### src/rtl/ucaspian_host_rx.sv
// Host-side decoder for the uCaspian TX byte stream: turns ACK/TIME/METRIC/FIRE
// response packets into one handshaked event each, with protocol-error detection.
module ucaspian_host_rx #(
  parameter int unsigned TIMEOUT_CYCLES = 1024,
  parameter int unsigned CNT_W          = 16
) (
  input  logic             clk,
  input  logic             reset_n,
  input  logic [7:0]       rx_data,
  input  logic             rx_vld,
  output logic             rx_rdy,
  output logic [2:0]       ev_type,
  output logic [7:0]       ev_addr,
  output logic [7:0]       ev_value,
  output logic [31:0]      ev_time,
  output logic             ev_vld,
  input  logic             ev_rdy,
  output logic             proto_err,
  output logic [CNT_W-1:0] fire_count,
  output logic [CNT_W-1:0] err_count
);

  localparam int unsigned TMO_W = $clog2(TIMEOUT_CYCLES);

  typedef enum logic [1:0] {S_IDLE, S_PAYLOAD, S_EMIT} state_t;
  typedef enum logic [2:0] {EV_ACK = 3'd0, EV_TIME = 3'd1, EV_METRIC = 3'd2, EV_FIRE = 3'd3} ev_t;

  state_t           state_q, state_d;
  ev_t              hdr_q, hdr_d;
  ev_t              ev_type_q, ev_type_d;
  logic [2:0]       rem_q, rem_d;
  logic [31:0]      sh_q, sh_d;
  logic [TMO_W-1:0] tmo_q, tmo_d;
  logic             rdy_q, rdy_d;
  logic [7:0]       ev_addr_q, ev_addr_d;
  logic [7:0]       ev_value_q, ev_value_d;
  logic [31:0]      ev_time_q, ev_time_d;
  logic             ev_vld_q, ev_vld_d;
  logic             err_q, err_d;
  logic [CNT_W-1:0] fire_q, fire_d;
  logic [CNT_W-1:0] errc_q, errc_d;
  logic [31:0]      time_q, time_d;

  logic             xfer;
  logic [31:0]      sh_nxt;

  assign xfer   = rx_vld & rdy_q;
  assign sh_nxt = {sh_q[23:0], rx_data};

  always_comb begin
    state_d    = state_q;
    hdr_d      = hdr_q;
    ev_type_d  = ev_type_q;
    rem_d      = rem_q;
    sh_d       = sh_q;
    tmo_d      = tmo_q;
    rdy_d      = rdy_q;
    ev_addr_d  = ev_addr_q;
    ev_value_d = ev_value_q;
    ev_time_d  = ev_time_q;
    ev_vld_d   = ev_vld_q;
    err_d      = 1'b0;
    fire_d     = fire_q;
    time_d     = time_q;

    case (state_q)
      S_IDLE: begin
        rdy_d = 1'b1;
        tmo_d = '0;
        if (xfer) begin
          sh_d = '0;
          case (rx_data)
            8'h01: begin
              state_d    = S_EMIT;
              rdy_d      = 1'b0;
              ev_vld_d   = 1'b1;
              ev_type_d  = EV_ACK;
              ev_addr_d  = '0;
              ev_value_d = '0;
              ev_time_d  = '0;
            end
            8'h02: begin
              state_d = S_PAYLOAD;
              hdr_d   = EV_TIME;
              rem_d   = 3'd4;
            end
            8'h03: begin
              state_d = S_PAYLOAD;
              hdr_d   = EV_METRIC;
              rem_d   = 3'd2;
            end
            8'h04: begin
              state_d = S_PAYLOAD;
              hdr_d   = EV_FIRE;
              rem_d   = 3'd1;
            end
            default: err_d = 1'b1;
          endcase
        end
      end

      S_PAYLOAD: begin
        if (xfer) begin
          sh_d  = sh_nxt;
          tmo_d = '0;
          rem_d = rem_q - 3'd1;
          if (rem_q == 3'd1) begin
            // Fields are built from sh_nxt so the event is ready the cycle after the last byte.
            state_d    = S_EMIT;
            rdy_d      = 1'b0;
            ev_vld_d   = 1'b1;
            ev_type_d  = hdr_q;
            ev_addr_d  = '0;
            ev_value_d = '0;
            ev_time_d  = '0;
            case (hdr_q)
              EV_TIME: begin
                ev_time_d = sh_nxt;
                time_d    = sh_nxt;
              end
              EV_METRIC: begin
                ev_addr_d  = sh_nxt[15:8];
                ev_value_d = sh_nxt[7:0];
              end
              EV_FIRE: begin
                ev_addr_d = sh_nxt[7:0];
                ev_time_d = time_q;
              end
              default: ;
            endcase
          end
        end else if (tmo_q == TMO_W'(TIMEOUT_CYCLES - 1)) begin
          state_d = S_IDLE;
          tmo_d   = '0;
          err_d   = 1'b1;
        end else begin
          tmo_d = tmo_q + 1'b1;
        end
      end

      S_EMIT: begin
        if (ev_rdy) begin
          state_d    = S_IDLE;
          rdy_d      = 1'b1;
          ev_vld_d   = 1'b0;
          ev_type_d  = EV_ACK;
          ev_addr_d  = '0;
          ev_value_d = '0;
          ev_time_d  = '0;
          if (ev_type_q == EV_FIRE && fire_q != '1) fire_d = fire_q + 1'b1;
        end
      end

      default: state_d = S_IDLE;
    endcase

    errc_d = errc_q;
    if (err_d && errc_q != '1) errc_d = errc_q + 1'b1;
  end

  always_ff @(posedge clk or negedge reset_n) begin
    if (!reset_n) begin
      state_q    <= S_IDLE;
      hdr_q      <= EV_ACK;
      ev_type_q  <= EV_ACK;
      rem_q      <= '0;
      sh_q       <= '0;
      tmo_q      <= '0;
      rdy_q      <= 1'b0;
      ev_addr_q  <= '0;
      ev_value_q <= '0;
      ev_time_q  <= '0;
      ev_vld_q   <= 1'b0;
      err_q      <= 1'b0;
      fire_q     <= '0;
      errc_q     <= '0;
      time_q     <= '0;
    end else begin
      state_q    <= state_d;
      hdr_q      <= hdr_d;
      ev_type_q  <= ev_type_d;
      rem_q      <= rem_d;
      sh_q       <= sh_d;
      tmo_q      <= tmo_d;
      rdy_q      <= rdy_d;
      ev_addr_q  <= ev_addr_d;
      ev_value_q <= ev_value_d;
      ev_time_q  <= ev_time_d;
      ev_vld_q   <= ev_vld_d;
      err_q      <= err_d;
      fire_q     <= fire_d;
      errc_q     <= errc_d;
      time_q     <= time_d;
    end
  end

  assign rx_rdy     = rdy_q;
  assign ev_type    = ev_type_q;
  assign ev_addr    = ev_addr_q;
  assign ev_value   = ev_value_q;
  assign ev_time    = ev_time_q;
  assign ev_vld     = ev_vld_q;
  assign proto_err  = err_q;
  assign fire_count = fire_q;
  assign err_count  = errc_q;

endmodule

### config.mk
export PLATFORM = sky130hd
export DESIGN_NAME = ucaspian_host_rx
export DESIGN_NICKNAME = d
export VERILOG_FILES = /design/src/rtl/ucaspian_host_rx.sv
export SDC_FILE = /design/constraint.sdc
export NUM_CORES = 1
export LEC_CHECK = 0
export BUFFER_PORTS_ARGS = -buffer_cell sky130_fd_sc_hd__buf_2
export CAP_MARGIN = 20
export CORE_MARGIN = 5
export CORE_UTILIZATION = 50
export CTS_CLUSTER_SIZE = 25
export DETAILED_ROUTE_END_ITERATION = 8
export PLACE_DENSITY = 0.77
export SLEW_MARGIN = 25
export SYNTH_ARGS = -nofsm -noshare
export SYNTH_HDL_FRONTEND = slang
export SYNTH_SLANG_ARGS = --single-unit
### constraint.sdc
create_clock -name clk -period 2.7 [get_ports clk]
set_input_delay 0.135 -clock clk [delete_from_list [all_inputs] [get_ports clk]]
set_output_delay 0.135 -clock clk [all_outputs]
set_load 0.03 [all_outputs]
==> results of run 1 <==
==> cells in the final DEF (no fill, tap or decap), types with 4 or more instances in the layout <==
cell type   count
dfrtp_1       158
nand2_1        95
buf_2          95
o21ai_0        53
mux2_2         42
nor2_1         30
a22o_1         24
nand3_1        18
a22oi_1        18
clkbuf_16      17
xnor2_1        16
o31ai_1        15
a21oi_1        14
buf_4          14
nand4_1        13
inv_1          12
mux2i_1        11
ha_1            9
and3_1          7
xor2_1          7
a32oi_1         7
and4_1          5
nor2b_1         5
nor3_1          4
clkinvlp_4      4
clkinv_2        4
==> worst min path at each step <==
stage                                            end  slack, ns  startpoint
after floorplan             err_count[0]$_DFFE_PN0P_      -0.16     reset_n
after global placement    fire_count[11]$_DFFE_PN0P_       0.06     reset_n
after detailed placement  fire_count[14]$_DFFE_PN0P_       0.06     reset_n
after CTS                        sh_q[5]$_DFFE_PN0P_      0.005  rx_data[5]
after global routing             sh_q[4]$_DFFE_PN0P_       0.02  rx_data[4]
final                            sh_q[4]$_DFFE_PN0P_       0.03  rx_data[4]
==> power groups by stage <==
stage | Sequential [mW] | Combinational, mW | Clock, mW
detailed placement | 2.59 | 0.871 | 0
finish | 2.55 | 0.874 | 2.30
global route | 2.56 | 0.978 | 2.45
CTS | 2.55 | 0.877 | 2.33
global placement | 2.58 | 0.839 | 0
floorplan | 2.68 | 0.559 | 0
==> metrics by stage <==
stage	power (mW)	setup slack (ns)	hold WS, ns	std cells
floorplan	3.24	0.465	-0.161	637
global placement	3.42	0.485	0.0555	894
detailed placement	3.46	0.364	0.0594	894
CTS	5.76	0.326	0.00507	927
global route	5.99	0.131	0.0186	927
finish	5.73	0.304	0.0291	927
==> cells by family after synthesis <==
group,Yosys count,synth area share
compound gates,147,0.140
xor+xnor,23,0.0288
fa+ha+maj,9,0.0161
buf+inv,46,0.0286
flops,158,0.565
mux,53,0.0834
other cells,1,0.000536
simple gates,200,0.137
==> sequential cells by signal, indices dropped and copies added (netlist names), 3 cells and up <==
name        flops
ev_value        8
fire_count     16
time_q         32
err_count      16
ev_time        32
ev_addr         8
sh_q           24
tmo_q          10
rem_q           3
==> area by class of cell <==
cell class | instances | area share
Multi-Input combinational cell | 433 | 0.344
Inverter | 12 | 0.00545
Timing Repair Buffer | 113 | 0.0765
Sequential cell | 158 | 0.479
Clock buffer | 20 | 0.0541
Clock inverter | 11 | 0.0144
Tap cell | 180 | 0.0273
==> routing by layer <==
layer,track usage,part of all wire,vias to the layer above
met4,0.0861,0.029,2
met3,0.0575,0.052,40
met5,0,0.00042,-
met2,0.341,0.51,140
li1,-,-,2465
met1,0.261,0.41,2679
==> timing repair <==
action / 4_1_cts / 5_1_grt
hold buffers: 2 / 0
setup endpoints to repair: 0 / 0
resized for setup: 0 / 0
hold endpoints to repair: 38 / 0
==> results.yml, run 1 <==
run_status:
  status: "finished clean"
logic_synthesis:
  syn_area_um2: 6990
  synthArstFlopShare: 1.00
  yosysMostFrequentCell: "dfrtp_1"
  synth-seq-area-share: 0.565
  synth_edf_count: 0
  synthTopCellsByCount: "dfrtp_1 (158), nand2_1 (95), o21ai_0 (53)"
  synth-seq-cells: 158
  synth_fp_nets: 658
  ys_types: 53
  postSynthAreaPerCell_um2: 11.0
  synth.largest_area_cell: "dfrtp_1"
  ys.flop_type: "dfrtp_1"
  synth_top_cell_area_share: 0.565
  yosys_warnings: 0
  syn-instance-count: 637
  synth_area_leaders: "dfrtp_1 (57%), mux2_2 (6.8%), nand2_1 (5.1%)"
critical_path:
  critPathTopFamily: "simple AND/OR/NAND/NOR gates"
  worstSetupPathType: "reg2reg"
  setup.worst_path.start: "state_q[1]$_DFFE_PN0P_"
  path_cells: "inv_1, ha_1, buf_4, nor2_1, or2_2, nor2b_1, mux2i_1, nand3_1"
  crit_path_start_kind: "flop"
  crit_path_top_delay_cell: "dfrtp_1"
  max_stage_delay_ns: 0.39
  crit_required_ns: 3.00
  end_kind: "flop"
  ff2ff_setup_slack_ns: 0.30
  r2r-end: "rem_q[2]$_DFFE_PN0P_"
  crit_end: "rem_q[2]$_DFFE_PN0P_"
  timing.critical_path.buf_inv: 2
  r2r-start: "state_q[1]$_DFFE_PN0P_"
  path_depth: 8
  critPathArrivalTime_ns: 2.70
  cp_max_fo: 26
  rr_worst_depth: 8
power_and_ir_drop:
  power_leakage_nw: 4.02
  worst_ir_drop_vdd_uv: 444
  power.share.sequential: 0.446
  switchingPower_mw: 1.67
  p_int_mw: 4.06
  clockPowerShare: 0.402
  p_per_area_nw_per_um2: 693
  switching_share: 0.292
  combPwrFrac: 0.153
floorplanning:
  initial_utilization: 0.508
  boundaryPins: 98
  rows: 43
  floorplan.die_area_um2: 16500
  dieHeight_um: 128
  core_area_um2: 13800
  die_w_um: 128
placement:
  port_buffers: 96
  dp_hpwl_mm: 11.5
  placed_area_um2: 7670
  place_congestion: 0.850
sta:
  rsz0062_at_grt: "no"
  slew_headroom: 0.519
  finalHoldViolCount: 0
  finalSetupViolations: 0
  tns_ns: 0
  final.setup_skew_ns: 0.00611
  fin_crit_ns: 2.40
  timing.final.crit_share: 0.887
  drv_slew: 0
  worst_slew_pin_slew_ns: 0.721
  max_freq_ghz: 0.417
drt:
  wirelength_mm: 16.5
  wl_per_cell_um: 17.8
  drc: 0
  antenna_left: 0
  vias: 5326
  first_pass_iters: 5
  initialDrtViolationCount: 453
  viasPerCell: 5.75
global_routing:
  grt_pass1_wl_mm: 27.1
  grt_start_max_net_pins: 57
  overflow: 0
  track_usage: 0.208
  antenna_found_initial: 1
  grt_pass1_vias: 5370
cts:
  cts.clk_slew.worst_paths_ns: 0.06
  cts_root_buf: "clkbuf_16"
  cts_htree_levels: 4
  tritoncts.num_buffers: 17
  post_cts_buffers: 0
  cts.sinks: 158
  cts_tree: "done"
  clock_path_buffers: 2
  worstSkewPairLatency_ns: 0.42
layout:
  utilization: 0.600
  nets: 756
  fillers: 1151
  regArea_um2: 3950
  multi_input_area_um2: 2840
  final_area_um2: 8260
  drive_gt1_frac: 0.258
  area_growth_pct: 18.1
  antenna_cells: 0
worst_hold_path:
  whs_path_depth: 2
  hp-class: "in2reg"
run:
  cap_violations: 0
No activity file was read; power rests on OpenSTA's default activity.
==> run 2: changes to the inputs <==
ABC_AREA = 1   (was default)
PLACE_DENSITY = 0.76   (was 0.77)
==> results.yml, run 2 <==
logic_synthesis:
  synthTopCellsByCount: "nand2_1 (276), dfrtp_1 (158), o21ai_0 (104)"
  synthArstFlopShare: 1.00
  postSynthAreaPerCell_um2: 8.21
  yosysMostFrequentCell: "nand2_1"
  syn_area_um2: 7670
  synth_area_leaders: "dfrtp_1 (52%), nand2_1 (14%), o21ai_0 (6.8%)"
  synth.largest_area_cell: "dfrtp_1"
  synth_fp_nets: 955
  yosys_warnings: 0
  ys.flop_type: "dfrtp_1"
  synth-seq-cells: 158
  synth_top_cell_area_share: 0.515
  syn-instance-count: 934
  synth-seq-area-share: 0.515
  synth_edf_count: 0
  ys_types: 31
global_routing:
  grt_pass1_vias: 6046
  overflow: 0
  antenna_found_initial: 0
  grt_pass1_wl_mm: 30.0
  track_usage: 0.204
  grt_start_max_net_pins: 64
drt:
  antenna_left: 0
  vias: 6453
  viasPerCell: 5.29
  initialDrtViolationCount: 462
  wl_per_cell_um: 14.5
  drc: 0
  first_pass_iters: 5
  wirelength_mm: 17.7
worst_hold_path:
  hp-class: "in2reg"
cts:
  tritoncts.num_buffers: 17
  worstSkewPairLatency_ns: 0.42
  cts.sinks: 158
  cts_htree_levels: 4
  cts.clk_slew.worst_paths_ns: 0.06
  cts_tree: "done"
  post_cts_buffers: 0
  cts_root_buf: "clkbuf_16"
  clock_path_buffers: 2
layout:
  antenna_cells: 0
  final_cell_mix: "nand2_1 (276), dfrtp_1 (158), o21ai_0 (104)"
  nets: 1041
  final_common_cell: "nand2_1"
  area_growth_pct: 15.5
  drive_gt1_frac: 0.164
power_and_ir_drop:
  p_per_area_nw_per_um2: 750
  worst_ir_drop_vdd_uv: 776
  power_leakage_nw: 4.32
sta:
  setup_slack_ns: 0.294
  fin_crit_ns: 2.41
  worst_slew_pin_slew_ns: 0.661
  hold_slack_ns: 0.0293
  slew_headroom: 0.559
  final.setup_skew_ns: 0.00991
  drv_slew: 0
  max_freq_ghz: 0.416
  rsz0062_at_grt: "no"
  tns_ns: 0
  timing.final.crit_share: 0.891
  finalHoldViolCount: 0
  finalSetupViolations: 0
run:
  cap_violations: 0
critical_path:
  critPathArrivalTime_ns: 2.75
  path_cells: "inv_1, ha_1, inv_1, nor4_1, o21ai_2, inv_2, nand2_1, o21ai_2"
  crit_path_top_delay_cell: "nor4_1"
  end_kind: "flop"
  crit_path_start_kind: "flop"
  worstSetupPathType: "reg2reg"
  critPathTopFamily: "simple AND/OR/NAND/NOR gates"
  timing.critical_path.buf_inv: 3
  max_stage_delay_ns: 0.58
  crit_required_ns: 3.04
  cp_max_fo: 24
floorplanning:
  dieHeight_um: 134
  die_w_um: 134
  floorplan.die_area_um2: 17900
  boundaryPins: 98
  initial_utilization: 0.506
  rows: 45
  core_area_um2: 15100
placement:
  place_congestion: 0.841
  dp_hpwl_mm: 12.1
  port_buffers: 96
  dp_slack_ns: 0.376
run_status:
  status: "finished clean"
[run 2: cell count changes after synthesis, sizes merged, moves of 18 or more]
cell / previous run / this run
nand2: 95 / 285
a22o: 24 / 1
mux2: 42 / 0
o22ai: 1 / 45
a22oi: 18 / 0
o21ai: 55 / 116
inv: 12 / 99
nand3: 19 / 76
[run 2: layout make-up]
type                    instances  area, um2
well taps                     188        235
flip-flops and latches        158       3950
fillers                      1362       6290
clock inverters                13        105
inverters                      99        372
clock buffers                  18        429
multi-input cells             636       3150
repair buffers                108        617
[run 2: worst reg2reg max path, stage by stage, from the launching register on]
cell     delay (ns)
dfrtp_1        0.41
inv_1          0.10
ha_1           0.22
inv_1          0.09
nor4_1         0.59
o21ai_2        0.25
inv_2          0.46
nand2_1        0.14
o21ai_2        0.08
[run 2: final timing paths]
check | startpoint | to | slack (ns) | cells after the start
max | state_q[0]$_DFFE_PN0P_ | fire_count[7]$_DFFE_PN0P_ | 0.29 | 8
min | rx_data[7] | ev_value[7]$_DFFE_PN0P_ | 0.03 | 3
max reg2reg | state_q[0]$_DFFE_PN0P_ | fire_count[7]$_DFFE_PN0P_ | 0.29 | 8
min reg2reg | ev_time[10]$_DFFE_PN0P_ | ev_time[10]$_DFFE_PN0P_ | 0.48 | 2
max in group asynchronous | reset_n | err_count[7]$_DFFE_PN0P_ | 1.64 | 3
min in group asynchronous | reset_n | ev_time[25]$_DFFE_PN0P_ | 0.27 | 2
[run 2: routing by layer]
layer / global-route usage / vias to the layer above / wire, um
li1: - / 3199 / -
met1: 0.286 / 3025 / 8050
met2: 0.319 / 207 / 8230
met3: 0.0499 / 22 / 1080
met4: 0.0549 / 0 / 288
met5: 0 / - / 0
[run 2: through the flow]
stage          utilization  power (mW)  cells  area (um2)
2_1_floorplan            -        4.02    934        7670
3_3_place_gp         0.549        4.49   1188        8310
3_5_place_dp         0.549        4.50   1188        8310
4_1_cts              0.585        6.69   1220        8860
5_1_grt              0.585        7.03   1220        8860
6_report             0.585        6.65   1220        8860
[run 2: cells by family (layout without fill, tap and decap cells)]
logic type | after synthesis | in the layout | share of synthesized area
other | 1 | 1 | 0.000489
buffers and inverters | 140 | 238 | 0.0742
DFF | 158 | 158 | 0.515
xor gates and xnor gates | 32 | 32 | 0.0365
AOI/OAI and AO/OA | 170 | 170 | 0.125
and+or+nand+nor | 424 | 424 | 0.233
adders and majority gates | 9 | 9 | 0.0147
[run 2: repair_timing]
item	CTS	global route
hold endpoints to repair	60	0
hold buffers	1	0
gates resized for setup	0	0
[run 2: power by group]
group          total [mW]  internal [mW]  switching [mW]  leakage, nW
clock                2.18           1.19           0.993        0.251
combinational        1.70          0.472            1.23         1.92
sequential           2.77           2.54           0.222         2.15
total                6.65           4.20            2.44         4.32
==> run 3: changes to the inputs <==
HOLD_SLACK_MARGIN = 0.15   (was default)
==> results.yml, run 3 (same netlist as run 2, synthesis figures left out) <==
run_status:
  status: "finished clean"
sta:
  finalHoldViolCount: 0
  drv_slew: 0
  worst_slew_pin_slew_ns: 0.648
  rsz0062_at_grt: "no"
  timing.final.crit_share: 0.884
  setup_slack_ns: 0.313
  final.setup_skew_ns: 0.00947
  tns_ns: 0
  finalSetupViolations: 0
  slew_headroom: 0.568
  max_freq_ghz: 0.419
  hold_slack_ns: 0.189
  fin_crit_ns: 2.39
critical_path:
  critPathTopFamily: "simple AND/OR/NAND/NOR gates"
  crit_required_ns: 3.04
  cp_max_fo: 24
  end_kind: "flop"
  worstSetupPathType: "reg2reg"
  crit_path_top_delay_cell: "nor4_1"
  critPathArrivalTime_ns: 2.73
  crit_path_start_kind: "flop"
  timing.critical_path.buf_inv: 3
  path_cells: "inv_1, ha_1, inv_1, nor4_1, o21ai_2, inv_2, nand2_1, o21ai_2"
  max_stage_delay_ns: 0.57
layout:
  drive_gt1_frac: 0.163
  final_cell_mix: "nand2_1 (276), dfrtp_1 (158), o21ai_0 (104)"
  fillers: 1349
  utilization: 0.590
  fin_cells: 1228
  final_common_cell: "nand2_1"
  area_growth_pct: 16.5
  nets: 1049
  antenna_cells: 0
  final_area_um2: 8940
run:
  cap_violations: 0
placement:
  dp_slack_ns: 0.376
  place_congestion: 0.841
  placed_area_um2: 8310
  place_inst: 1188
  dp_hpwl_mm: 12.1
  port_buffers: 96
drt:
  first_pass_iters: 5
  antenna_left: 0
  initialDrtViolationCount: 453
  vias: 6495
  wirelength_mm: 17.8
  wl_per_cell_um: 14.5
  viasPerCell: 5.29
  drc: 0
floorplanning:
  boundaryPins: 98
  core_area_um2: 15100
  die_w_um: 134
  floorplan.die_area_um2: 17900
  initial_utilization: 0.506
  dieHeight_um: 134
  rows: 45
cts:
  cts_tree: "done"
  worstSkewPairLatency_ns: 0.42
  clock_path_buffers: 2
  post_cts_buffers: 0
  cts.clk_slew.worst_paths_ns: 0.06
  tritoncts.num_buffers: 17
  cts_htree_levels: 4
  cts.sinks: 158
  cts_root_buf: "clkbuf_16"
global_routing:
  grt_start_max_net_pins: 64
  track_usage: 0.204
  grt_pass1_wl_mm: 30.1
  overflow: 0
  antenna_found_initial: 0
  grt_pass1_vias: 6079
worst_hold_path:
  hp-class: "in2reg"
power_and_ir_drop:
  power_leakage_nw: 4.35
  p_per_area_nw_per_um2: 744
  total_power_mw: 6.65
  worst_ir_drop_vdd_uv: 774
## run 3: final timing paths
check / from / endpoint / slack (ns) / cells after the start
max: state_q[0]$_DFFE_PN0P_ / fire_count[7]$_DFFE_PN0P_ / 0.31 / 8
min: rx_vld / tmo_q[6]$_DFFE_PN0P_ / 0.19 / 4
max reg2reg: state_q[0]$_DFFE_PN0P_ / fire_count[7]$_DFFE_PN0P_ / 0.31 / 8
min reg2reg: ev_time[10]$_DFFE_PN0P_ / ev_time[10]$_DFFE_PN0P_ / 0.48 / 2
max in group asynchronous: reset_n / sh_q[21]$_DFFE_PN0P_ / 1.63 / 3
min in group asynchronous: reset_n / ev_time[23]$_DFFE_PN0P_ / 0.28 / 2
## run 3: layout make-up
| class | instances | area, um2 | area share |
|---|---|---|---|
| Multi-Input combinational cell | 636 | 3150 | 0.352 |
| Inverter | 99 | 372 | 0.0416 |
| Clock inverter | 13 | 105 | 0.0118 |
| Sequential cell | 158 | 3950 | 0.442 |
| Timing Repair Buffer | 116 | 697 | 0.0780 |
| Tap cell | 188 | 235 | 0.0263 |
| Clock buffer | 18 | 429 | 0.0480 |
## run 3: timing repair
item / in CTS / in global routing
hold buffers: 9 / 0
resized for setup: 0 / 0
endpoints found under the hold margin: 84 / 0
## run 3: power by group
| group | total (mW) | internal [mW] | switching [mW] |
|---|---|---|---|
| Sequential | 2.77 | 2.54 | 0.221 |
| Combinational | 1.71 | 0.479 | 1.23 |
| Clock | 2.18 | 1.19 | 0.992 |
| Total | 6.65 | 4.21 | 2.44 |
## run 3: per-layer routing
| layer | vias to the layer above | track usage | routed length (um) |
|---|---|---|---|
| met4 | 0 | 0.0549 | 293 |
| li1 | 3214 | - | - |
| met2 | 205 | 0.320 | 8180 |
| met1 | 3055 | 0.287 | 8260 |
| met3 | 21 | 0.0495 | 1030 |
| met5 | - | 0 | 0 |
## run 3: tightest hold or removal path, cell delays in order
cell and delay (ns):
buf_2 0.10, nand2_2 0.13, nand2_1 0.11, o22ai_1 0.08
